<file path="src/rtl/cond_flags.sv">
// cond_flags: LC-3 condition-code unit with a flag save/restore stack.
//
// Derives one-hot N/Z/P from a WIDTH-bit bus, accepts a direct NZP load
// (PSR writes), saves/restores flag sets on a DEPTH-entry hardware stack
// (interrupt entry / RTI) and evaluates the BR nzp condition.
//
// Ports:
//   clk       system clock, all state updates on rising edge
//   rst_n     synchronous active-low reset
//   flag_we   update flags from classify(Buss)
//   Buss      WIDTH-bit value to classify
//   ld_nzp    load flags directly from nzp_in (not checked for one-hot)
//   nzp_in    direct flag value {N,Z,P}
//   push      save current flags onto the stack
//   pop       restore flags from the stack top
//   err_clr   clear sticky err
//   cc        branch condition field {n,z,p}
//   N, Z, P   registered flags
//   br_taken  |(cc & {N,Z,P}), combinational
//   depth     number of valid stack entries
//   empty     depth == 0
//   full      depth == DEPTH
//   err       sticky overflow / underflow / push-pop conflict
module cond_flags #(
    parameter int          WIDTH   = 16,
    parameter int          DEPTH   = 4,
    parameter logic [2:0]  RST_NZP = 3'b010
) (
    input  logic                       clk,
    input  logic                       rst_n,
    input  logic                       flag_we,
    input  logic [WIDTH-1:0]           Buss,
    input  logic                       ld_nzp,
    input  logic [2:0]                 nzp_in,
    input  logic                       push,
    input  logic                       pop,
    input  logic                       err_clr,
    input  logic [2:0]                 cc,
    output logic                       N,
    output logic                       Z,
    output logic                       P,
    output logic                       br_taken,
    output logic [$clog2(DEPTH+1)-1:0] depth,
    output logic                       empty,
    output logic                       full,
    output logic                       err
);

    localparam int DW = $clog2(DEPTH + 1);

    logic [2:0]    r_nzp;
    logic [DW-1:0] r_depth;
    logic          r_err;
    logic [2:0]    r_stack [DEPTH];

    logic [2:0]    w_class;
    logic [2:0]    w_top;
    logic [2:0]    w_nzp_next;
    logic          w_empty;
    logic          w_full;
    logic          w_push_ok;
    logic          w_pop_ok;
    logic          w_err_ev;

    assign w_empty = (r_depth == '0);
    assign w_full  = (r_depth == DW'(DEPTH));

    // push and pop together cancel each other; each alone is valid only
    // when the stack has room / has an entry.
    assign w_push_ok = push & ~pop & ~w_full;
    assign w_pop_ok  = pop & ~push & ~w_empty;
    assign w_err_ev  = (push & pop) | (push & ~pop & w_full) | (pop & ~push & w_empty);

    always_comb begin
        w_class = 3'b001;
        if (Buss[WIDTH-1]) begin
            w_class = 3'b100;
        end else if (Buss == '0) begin
            w_class = 3'b010;
        end
    end

    // Stack top is entry[depth-1]; a compare loop avoids an index whose
    // width differs from the array address width.
    always_comb begin
        w_top = '0;
        for (int unsigned i = 0; i < DEPTH; i++) begin
            if (r_depth == DW'(i + 1)) begin
                w_top = r_stack[i];
            end
        end
    end

    always_comb begin
        w_nzp_next = r_nzp;
        if (w_pop_ok) begin
            w_nzp_next = w_top;
        end else if (ld_nzp) begin
            w_nzp_next = nzp_in;
        end else if (flag_we) begin
            w_nzp_next = w_class;
        end
    end

    always_ff @(posedge clk) begin
        if (!rst_n) begin
            r_nzp   <= RST_NZP;
            r_depth <= '0;
            r_err   <= 1'b0;
        end else begin
            r_nzp <= w_nzp_next;
            if (w_push_ok) begin
                r_depth <= r_depth + DW'(1);
            end else if (w_pop_ok) begin
                r_depth <= r_depth - DW'(1);
            end
            if (w_err_ev) begin
                r_err <= 1'b1;
            end else if (err_clr) begin
                r_err <= 1'b0;
            end
        end
    end

    // Stack contents are not reset; the pre-edge flags are saved so a
    // simultaneous flag update does not leak into the saved copy.
    always_ff @(posedge clk) begin
        for (int unsigned i = 0; i < DEPTH; i++) begin
            if (rst_n && w_push_ok && (r_depth == DW'(i))) begin
                r_stack[i] <= r_nzp;
            end
        end
    end

    assign N        = r_nzp[2];
    assign Z        = r_nzp[1];
    assign P        = r_nzp[0];
    assign br_taken = |(cc & r_nzp);
    assign depth    = r_depth;
    assign empty    = w_empty;
    assign full     = w_full;
    assign err      = r_err;

endmodule

</file>
<file path="config.mk">
export PLATFORM = sky130hd
export DESIGN_NAME = cond_flags
export DESIGN_NICKNAME = d
export VERILOG_FILES = /design/src/rtl/cond_flags.sv
export SDC_FILE = /design/constraint.sdc
export NUM_CORES = 1
export LEC_CHECK = 0
export CAP_MARGIN = 20
export CORE_AREA = 3 3 59 61
export DETAILED_ROUTE_END_ITERATION = 10
export DIE_AREA = 0 0 62 64
export SLEW_MARGIN = 20
export SYNTH_ARGS = -nofsm -noshare
export SYNTH_HDL_FRONTEND = slang
export SYNTH_SLANG_ARGS = --single-unit
</file>
<file path="constraint.sdc">
create_clock -name clk -period 2.4 [get_ports clk]
set_clock_uncertainty 0.15 [all_clocks]
set_input_delay 0.36 -clock clk [delete_from_list [all_inputs] [get_ports clk]]
set_output_delay 0.36 -clock clk [all_outputs]
set_load 0.02 [all_outputs]
</file>
Word level (Yosys, flattened, before mapping)
Memory sizes are Yosys's and may differ from the RTL's.
Index checks and enable logic that the tools add are counted.
Storage, ports and cells
  register bits: 7
  memory bits (writable): 12
  bits of input ports: 29
  output and inout bits: 10
  logic and storage cells: 68
  memories kept: 1
Cells by class
  $add $sub $neg: 2
  equal/unequal tests: 4
  muxes and demuxes: 30
  bitwise logic cells: 14
  reduce and logical (&&, ||, !) cells: 14
Memories
  r_stack: depth 4, bits a word 3, rd ports 4, clocked after Yosys merged registers in 0, wr ports 1, RTL line 54  | logic [2:0] r_stack [DEPTH];
Operator list (count)
  $mux W3: 13
  $logic_not A16 Y1: 1
  $mux W1: 13
  $reduce_or A3 Y1: 4
  $mux W2: 4
  $and A1 B1 Y1: 7
  $eq A3 B2 Y1 const B: 2
  $logic_and A1 B1 Y1: 5
  $not A1 Y1: 4
  $reduce_bool A2 Y1: 2
  $add A3 B1 Y3 const B: 1
  $and A3 B3 Y3: 1
  $eq A3 B1 Y1 const B: 1
  $eq A3 B3 Y1 const B: 1
  $logic_not A3 Y1: 1
  $reduce_bool A3 Y1: 1
  $sub A3 B1 Y3 const B: 1
  $or A1 B1 Y1: 2

Logic depth before layout (Yosys ltp)
Gate-level depths: netlist of run 1.
  word-level depth: 11
  depth in mapped cells: 7
  mapped depth without buffers: 7

Worst setup path before layout of run 1
No wires, ideal clock.
  kind: flip-flop to flip-flop
  start: reg r_depth[0] (netlist: depth[0])
  end: mem r_stack[1][0], enable pin
  setup time: 0.349 ns
  arrival: 1.804 ns
  data required time: 1.901 ns
  path slack: 0.097 ns
  cell stages (with the launch flop): 8
  buffers on the path: 0
  period minus slack after synthesis: 2.303 ns
  cell sequence: dfxtp_1 > inv_1 > ha_1 > nand2_2 > inv_4 > nor3b_4 > nand2_1 > nor3b_1
Between the ends
  word-level cells in the longest chain between the ends: 11
  elaborated cells between the ends (all ways): 29
  those cells by class: eq/ne (4); mux (14); bitwise (2); reduce/logical (9)
RTL lines
  start, declared: RTL line 52  | logic [DW-1:0] r_depth;
  start signal, assigned: RTL line 113  | r_depth <= r_depth + DW'(1);
  start signal, assigned: RTL line 115  | r_depth <= r_depth - DW'(1);
  $eq A3 B3 Y1 (*): RTL line 66  | assign w_full = (r_depth == DW'(DEPTH));
  via full: RTL line 45  | output logic full,
  $not A1 Y1 (*): RTL line 70  | assign w_push_ok = push & ~pop & ~w_full;
  $and A1 B1 Y1 (*): RTL line 70
  $logic_and A1 B1 Y1 (*): RTL line 129  | if (rst_n && w_push_ok && (r_depth == DW'(i))) begin
  $logic_and A1 B1 Y1: RTL line 129
  $mux W1: RTL line 129
  $mux W1 (implied by the code): RTL line 130  | r_stack[i] <= r_nzp;
  $reduce_or A3 Y1 (no source line)
  $mux W2 (no source line) or $mux W1 (tied branches) (3 in a row)
  end, declared: RTL line 54
Mark *: on every way through the listed nets, which the timed path passes. The rest lies on a longest branch.

Worst setup path after layout of run 1
  start: reg r_depth[1] (netlist: depth[1])
  end: mem r_stack[1][0], enable pin
Between the ends
  word-level cells in the longest chain between the ends: 11
  elaborated cells between the ends (all ways): 29
  those cells by class: eq/ne (4); mux (14); bitwise (2); reduce/logical (9)
RTL lines (RTL line)
  $eq A3 B3 Y1: 66
  $not A1 Y1: 70
  $and A1 B1 Y1: 70
  $logic_and A1 B1 Y1 (2 in a row): 129
  $mux W1: 129
  $mux W1 (implied by the code): 130
  $reduce_or A3 Y1 (no source line)
  $mux W2 (no source line) or $mux W1 (tied branches) (3 in a row)
Several ways; a longest one is shown, not always the timed one.

==> run summary, run 1 <==
worst hold path type - flop to flop
Post-Synthesis Cells - 95
Leak - 0.585 nW
DPL Wire Length - 2190 um
CTS max path bufs - 2
pwr dens - 524 mW/mm2
Root Buffer - clkbuf_4
fin crit period - 2270 ps
TritonCTS Sinks - 19
count of different cell masters after synthesis - 41
ANT cells - 0
total track usage - 0.143
share of the synthesized area in the top cell type - 0.343
Clock Pin Slew Worst Setup and Hold Paths - 120 ps
R2R depth - 8
critical path type - flop to flop
Worst Setup SP - depth[1]
Syn-to-layout area delta - 47.7%
vias in the first global route - 955
DRT Pass-1 Iters - 4
CP max stage cell - dfxtp_1
vias post-DR - 936
CTS HTree Levels - 1
CP required - 2270 ps
post-layout util - 0.513
Yosys top cell by area - edfxtp_1
fin crit share - 0.945
#FFs+latches synth - 19
Slew @ Worst Pin - 352 ps
largest net degree at the start of global routing - 12
Avg Inst Size Synth - 11.1 um2
mapped cell area - 0.00105 mm2
Crit path largest cell delay - 400 ps
peak supply drop - 0.000200 V
Hold WS - 413 ps
Setup violations, final - 0
CP Cell Sequence - inv_1 > ha_1 > nand2_2 > inv_4 > nor3b_4 > nand2_1 > nor3b_1 > buf_4
critical path depth in cells - 8
Worst Path Arrival - 2140 ps
worst reg2reg path endpoint - r_stack[1][0]
GP Congestion - 0.830
routed wire length - 2710 um
row count - 20
RSZ-0062 raised after global routing - no
total gr overflow - 0
Fin. Hold Viols - 0
initial core utilization - 0.347
max_slew headroom - 0.765
DR vias/cell - 5.06
Crit. End Element - flop
chip width - 62 um
Syn Nets - 130
reg2reg setup slack - 130 ps
WL per Instance - 14.6 um
maxcap violations - 0
layout cells sized above 1 - 0.135
worst-skew pair later-pin latency - 300 ps
final-layout fill cell count - 286
Top delay family on crit path - simple AND/OR/NAND/NOR gates
status - completed
Seq/Total Area, Yosys - 0.476
Die Height - 64 um
EDFF count, synth - 12
top cells by area, synth - edfxtp_1 (34%), dfxtp_1 (13%), ha_1 (7.1%)
ys async rst share - 0
Final Max Tran Viols - 0
Port Buf Inserts - 38
hold buffer count at CTS - 0
Layout Nets - 177
initial antenna violation count - 0
die area - 0.00397 mm2
io pins - 39
Core ar. - 0.00303 mm2
antenna viol nets, final - 0
Final WS setup - 132 ps
CP Buf/Inv Count - 3
Residual DRC - 0
max frequency - 441 MHz
CTS Buf Count - 3
CP Max Fanout - 8
Worst Setup EP - r_stack[1][0]
DRT iter0 DRCs - 26
CTS tree - built
r2r startpoint - depth[1]
Synth Flop Type - edfxtp_1
Post-Route Setup TNS - 0 ps
first-pass GRT wire length - 4200 um
Worst Setup Start Kind - flop
pre-CTS WS - 88.1 ps
Ys Warns - 0
-- where the power goes --
| part | leakage [nW] | total (mW) | switching [mW] | internal [mW] |
|---|---|---|---|---|
| Clock | 0.0177 | 0.165 | 0.103 | 0.0620 |
| Combinational | 0.400 | 0.265 | 0.126 | 0.140 |
| Sequential | 0.167 | 0.383 | 0.0160 | 0.367 |
-- metal layers --
layer / wire length, um / track usage
met3: 270 / 0.0404
met1: 1230 / 0.190
met5: 0 / 0
met2: 1180 / 0.206
met4: 27 / 0.0690
-- cell usage after synthesis, types with 2 or more instances --
master	n
mux2_2	2
and3_1	3
ha_1	6
nand2_1	2
a211oi_1	4
nor3b_1	2
nor2b_1	4
nor2_1	7
edfxtp_1	12
inv_1	5
a21oi_1	2
dfxtp_1	7
nand3_1	2
o21ai_0	3
nor4_1	4
nand2b_1	4
a222oi_1	2
-- cells by family after synthesis --
| family | Yosys count | synth area share |
|---|---|---|
| and+or+nand+nor | 36 | 0.218 |
| adders and majority gates | 6 | 0.0714 |
| muxes | 3 | 0.0310 |
| buffers and inverters | 9 | 0.0429 |
| AOI/OAI and AO/OA | 22 | 0.161 |
| DFF | 19 | 0.476 |
-- final cells by class --
cell class / instances / area, um2 / share of cell area
clock buffer: 3 / 22.5 / 0.0145
sequential: 19 / 500 / 0.322
tap: 44 / 55.1 / 0.0355
multi-input combinational: 67 / 510 / 0.329
clock inverter: 1 / 5.00 / 0.00322
timing repair buffer: 44 / 430 / 0.277
inverter: 7 / 28.8 / 0.0185
-- cells in the final DEF (no fill, tap or decap), types with 2 or more instances in the layout --
cell type,n
clkbuf_4,3
a21oi_1,2
nand2_1,2
nor2b_1,4
dlymetal6s2s_1,2
mux2_2,2
edfxtp_1,12
a222oi_1,2
nand3_1,2
a211oi_1,4
nor4_1,4
inv_1,5
nor2_1,7
buf_4,6
ha_1,6
dfxtp_1,7
clkdlybuf4s50_1,36
and3_1,3
o21ai_0,3
nand2b_1,4
-- state kept, by name, indices dropped and copies added (netlist names) --
signal	cells
depth	3
err	1
r_nzp	3
r_stack	12
-- worst min-delay path by stage --
stage | to | slack (ps) | start | depth (start not counted)
6_report | err | 410 | err | 2
5_1_grt | err | 420 | err | 2
4_1_cts | err | 410 | err | 2
3_5_place_dp | err | 380 | err | 2
3_3_place_gp | err | 380 | err | 2
2_1_floorplan | r_nzp[2] | 380 | r_stack[2][2] | 2
-- worst reg2reg max path, delay by kind of cell (launching register included) --
family,cells,cell delay (ps)
buffers and inverters,3,320
AND/OR/NAND/NOR,4,890
flip-flops,1,400
adder cells (fa/ha/maj),1,220
-- what timing repair did --
action,in CTS,in global routing
endpoints found under the setup margin,0,5
gates resized for setup,0,3
setup buffers,0,0
-- through the flow --
stage / power (mW) / cells / instance area (um2)
after floorplan: 0.523 / 95 / 1050
after global placement: 0.653 / 181 / 1520
after detailed placement: 0.656 / 181 / 1520
after CTS: 0.820 / 185 / 1540
after global routing: 0.856 / 185 / 1550
final: 0.814 / 185 / 1550
Power figures use the tool's default switching activity.
==> inputs of run 2 (changes only) <==
--- a/config.mk
+++ b/config.mk
@@ -9,6 +9,7 @@
 export CORE_AREA = 3 3 59 61
 export DETAILED_ROUTE_END_ITERATION = 10
 export DIE_AREA = 0 0 62 64
+export PLACE_DENSITY = 0.67
 export SLEW_MARGIN = 20
 export SYNTH_ARGS = -nofsm -noshare
 export SYNTH_HDL_FRONTEND = slang
==> constraint.sdc (replaced) <==
create_clock -name clk -period 1.9 [get_ports clk]
set_clock_uncertainty 0.15 [all_clocks]
set_input_delay 0.285 -clock clk [delete_from_list [all_inputs] [get_ports clk]]
set_output_delay 0.285 -clock clk [all_outputs]
set_load 0.02 [all_outputs]
==> run 2 against run 1 <==
Against the previous run:
- critical path depth shrank 3
- combinational power grew 42%
- total power grew 30%
- non-clock buffer count grew 10
- largest cell class unchanged
==> run summary, run 2 (synthesis results as in run 1) <==
Residual DRC - 0
pwr dens - 633 mW/mm2
Final Max Tran Viols - 0
fin crit share - 0.966
hold-critical path depth - 0
CP Max Fanout - 4
Setup violations, final - 0
r2r startpoint - depth[1]
Hold Crit Start - r_nzp[2]
peak supply drop - 0.000188 V
Post-Route Setup TNS - 0 ps
Worst Setup Start Kind - flop
fin crit period - 1830 ps
max_slew headroom - 0.776
total gr overflow - 0
largest net degree at the start of global routing - 12
DR vias/cell - 5.02
reg2reg setup slack - 70 ps
Core ar. - 0.00303 mm2
layout cells sized above 1 - 0.258
max FFs per register - 12
TritonCTS Sinks - 19
commonest non-fill, non-tap cells in the layout - clkdlybuf4s50_1 (35), buf_4 (16), edfxtp_1 (12)
die area - 0.00397 mm2
Leak - 0.629 nW
worst reg2reg path endpoint - r_stack[2][2]
DRT Pass-1 Iters - 4
Clock Pin Slew Worst Setup and Hold Paths - 110 ps
Layout Nets - 187
CTS tree - built
Port Buf Inserts - 38
io pins - 39
Top reg by flops - r_stack
initial antenna violation count - 0
post-layout util - 0.552
maxcap violations - 0
Die Height - 64 um
vias post-DR - 978
Fin. Hold Viols - 0
GP Congestion - 0.772
RSZ-0062 raised after global routing - yes
DPL Wire Length - 2170 um
row count - 20
Root Buffer - clkbuf_4
critical path type - flop to primary output
CTS HTree Levels - 1
worst hold path type - flop to flop
worst-skew pair later-pin latency - 290 ps
status - completed
ANT cells - 0
Hold EP - r_stack[3][2]
antenna viol nets, final - 0
Slew @ Worst Pin - 337 ps
Syn-to-layout area delta - 59.2%
commonest non-fill, non-tap cell in the layout - clkdlybuf4s50_1
final-layout fill cell count - 269
max frequency - 545 MHz
CTS max path bufs - 2
DRT iter0 DRCs - 27
total track usage - 0.144
R2R depth - 7
WL per Instance - 13.6 um
first-pass GRT wire length - 4310 um
Crit. End Element - primary output
chip width - 62 um
CTS Buf Count - 3
vias in the first global route - 1023
Worst Path Arrival - 1400 ps
routed wire length - 2660 um
CP required - 1460 ps
initial core utilization - 0.347
-- run 2: area by class of cell --
cell class              count  area, um2  area share
multi-input cells          67        551       0.329
clock inverters             1       5.00     0.00299
clock buffers               3       22.5      0.0135
well taps                  44       55.1      0.0329
inverters                   7       31.3      0.0187
flip-flops and latches     19        510       0.305
repair buffers             54        498       0.298
-- run 2: power breakdown --
part	total [mW]	internal [mW]	switching [mW]
logic	0.376	0.204	0.172
clock network	0.198	0.0782	0.119
registers	0.486	0.466	0.0199
-- run 2: critical path, stage by stage (launching register included) --
cell and delay (ps):
dfxtp_4 370, inv_2 90, ha_4 190, nand2_4 70
inv_4 70, dlygate4sd2_1 330
-- run 2: how the worst max path moves through the flow --
stage / start / to / slack (ps) / cells after the start
final: depth[1] / full / 70 / 5
after global routing: depth[1] / r_stack[2][2] / -40 / 7
after CTS: depth[0] / r_stack[1][0] / 0.6 / 7
after detailed placement: cc[0] / br_taken / -150 / 4
after global placement: cc[0] / br_taken / -130 / 4
after floorplan: depth[0] / r_stack[1][0] / 20 / 7
-- run 2: metal layers --
metal | vias to the layer above | global-route usage | share of wire
met3 | 2 | 0.00808 | 0.050
met4 | 0 | 0.0610 | 0.013
met5 | - | 0 | 0
met1 | 463 | 0.175 | 0.41
met2 | 35 | 0.251 | 0.53
li1 | 478 | - | -
-- run 2: through the flow --
step                worst slack [ps]  area, um2  hold slack [ps]  instances  total power [mW]
floorplan                       21.7       1100              323         95             0.684
global placement                -134       1600              366        186             0.849
detailed placement              -145       1600              374        186             0.857
CTS                            0.631       1630              401        190              1.05
global route                   -39.8       1670              406        195              1.12
finish                          65.4       1670              393        195              1.06
-- run 2: repair_timing --
| item | CTS | global route |
|---|---|---|
| pin swaps | 0 | 4 |
| gates resized for setup | 5 | 3 |
| setup buffers | 0 | 5 |
| endpoints found under the setup margin | 8 | 9 |
| hold buffers | 0 | 0 |
==> inputs of run 3 (changes only) <==
--- a/config.mk
+++ b/config.mk
@@ -6,10 +6,11 @@
 export NUM_CORES = 1
 export LEC_CHECK = 0
 export CAP_MARGIN = 20
-export CORE_AREA = 3 3 59 61
+export CORE_AREA = 3 3 55 67
 export DETAILED_ROUTE_END_ITERATION = 10
-export DIE_AREA = 0 0 62 64
-export PLACE_DENSITY = 0.67
+export DIE_AREA = 0 0 58 70
+export MAX_ROUTING_LAYER = met4
+export PLACE_DENSITY = 0.65
 export SLEW_MARGIN = 20
 export SYNTH_ARGS = -nofsm -noshare
 export SYNTH_HDL_FRONTEND = slang
==> run 3 against run 2 <==
Against the previous run:
- first-iteration DRC count is 19% lower
- register-to-register slack barely moved
- critical endpoint is now depth[2]
- largest cell class unchanged
- worst hold slack gained 3.0 ps
- design area shrank 0.52%
- die area increased by 2.3%
- largest power group unchanged
- global-route usage up 0.49 points
==> run summary, run 3 (synthesis results as in run 1) <==
commonest non-fill, non-tap cells in the layout - clkdlybuf4s50_1 (34), buf_4 (16), edfxtp_1 (12)
Layout Nets - 187
fin crit share - 0.972
vias post-DR - 978
CP max stage cell - clkdlybuf4s50_1
layout cells sized above 1 - 0.258
antenna viol nets, final - 0
RSZ-0062 raised after global routing - yes
Worst Setup SP - depth[2]
routed wire length - 2760 um
Setup violations, final - 0
max FFs per register - 12
DPL Wire Length - 2270 um
Top delay family on crit path - buffers and inverters
CTS Buf Count - 3
Core ar. - 0.00308 mm2
max_slew headroom - 0.797
CP Cell Sequence - buf_4 > clkdlybuf4s50_1
pwr dens - 637 mW/mm2
metal3 WL - 152 um
Top reg by flops - r_stack
Hold Crit Start - err
Placed Area - 0.00162 mm2
CTS max path bufs - 2
maxcap violations - 0
design area - 0.00166 mm2
Reg area - 509 um2
initial core utilization - 0.341
Hold WS - 396 ps
chip width - 58 um
peak supply drop - 0.000315 V
Crit path largest cell delay - 590 ps
TritonCTS Sinks - 19
Die Height - 70 um
Post-Place Cells - 181
DRT iter0 DRCs - 22
Slew @ Worst Pin - 305 ps
commonest non-fill, non-tap cell in the layout - clkdlybuf4s50_1
largest net degree at the start of global routing - 12
Clk network pwr share - 0.193
CTS tree - built
WL per Instance - 14.8 um
die area - 0.00406 mm2
CTS HTree Levels - 1
Top Metal Used - met4
met2 wire len - 1520 um
r2r startpoint - depth[0]
ANT cells - 0
status - completed
Worst Setup Start Kind - flop
DR vias/cell - 5.23
pre-CTS WS - -216 ps
Final WS setup - 52.7 ps
DRT Pass-1 Iters - 4
Gate power share - 0.349
final-layout fill cell count - 301
worst-skew pair later-pin latency - 290 ps
Post-Route Setup TNS - 0 ps
non-filler cells, final - 187
Sw Share - 0.300
Worst Path Arrival - 1410 ps
Root Buffer - clkbuf_4
total gr overflow - 0
vias in the first global route - 1013
Clock Pin Slew Worst Setup and Hold Paths - 110 ps
Port Buf Inserts - 38
critical path type - flop to primary output
Syn-to-layout area delta - 58.3%
area of the multi-input gates - 551 um2
fin crit period - 1850 ps
hold buffer count at CTS - 0
Leak - 0.631 nW
GP Congestion - 0.817
Residual DRC - 0
initial antenna violation count - 0
NetSw - 0.318 mW
CP required - 1460 ps
Final Max Tran Viols - 0
M1 WL - 1050 um
io pins - 39
total track usage - 0.149
CP Max Fanout - 5
worst hold path type - flop to flop
Internal - 0.742 mW
first-pass GRT wire length - 4490 um
max frequency - 541 MHz
sequential group share of total power - 0.458
Crit. End Element - primary output
row count - 22
CP Buf/Inv Count - 2
Fin. Hold Viols - 0
-- run 3: cell count changes in the layout (fill, tap and decap cells not counted), sizes merged --
cell and change:
dlygate4sd2 -2, clkbuf +1, clkdlybuf4s15 +1, clkdlybuf4s50 -1, dlymetal6s2s +1
-- run 3: area by class of cell --
type / count / area share
Timing Repair Buffer: 54 / 0.299
Clock inverter: 1 / 0.00301
Clock buffer: 3 / 0.0135
Inverter: 7 / 0.0203
Tap cell: 36 / 0.0271
Sequential cell: 19 / 0.306
Multi-Input combinational cell: 67 / 0.331
-- run 3: per-layer routing --
metal | track usage | vias up
li1 | - | 479
met1 | 0.161 | 457
met2 | 0.269 | 40
met3 | 0.0111 | 2
met4 | 0.0670 | 0
met5 | - | -
-- run 3: what timing repair did --
action	4_1_cts	5_1_grt
pin swaps	1	7
setup endpoints to repair	7	11
setup buffers	0	2
resized for setup	5	7
-- run 3: worst register-to-register path, stage by stage (launching register included) --
cell,delay [ps]
dfxtp_4,400
inv_4,50
ha_4,180
nand2_4,80
inv_4,50
nor3b_4,220
nand2_2,140
nor3b_4,280
-- run 3: power groups by stage --
stage | Sequential [mW] | Combinational [mW] | Clock [mW]
after detailed placement | 0.493 | 0.372 | 0
after CTS | 0.484 | 0.367 | 0.206
after global routing | 0.489 | 0.401 | 0.229
after floorplan | 0.513 | 0.171 | 0
after global placement | 0.491 | 0.365 | 0
final | 0.485 | 0.370 | 0.205
-- run 3: final timing paths --
kind	to	slack [ps]	cells past startpoint
min reg2reg	err	400	2
min	err	400	2
max reg2reg	r_stack[2][2]	60	7
max	depth[2]	50	2
-- run 3: metrics by stage --
| stage | total power [mW] | util |
|---|---|---|
| 2_1_floorplan | 0.684 | - |
| 3_3_place_gp | 0.856 | 0.524 |
| 3_5_place_dp | 0.865 | 0.524 |
| 4_1_cts | 1.06 | 0.533 |
| 5_1_grt | 1.12 | 0.540 |
| 6_report | 1.06 | 0.540 |
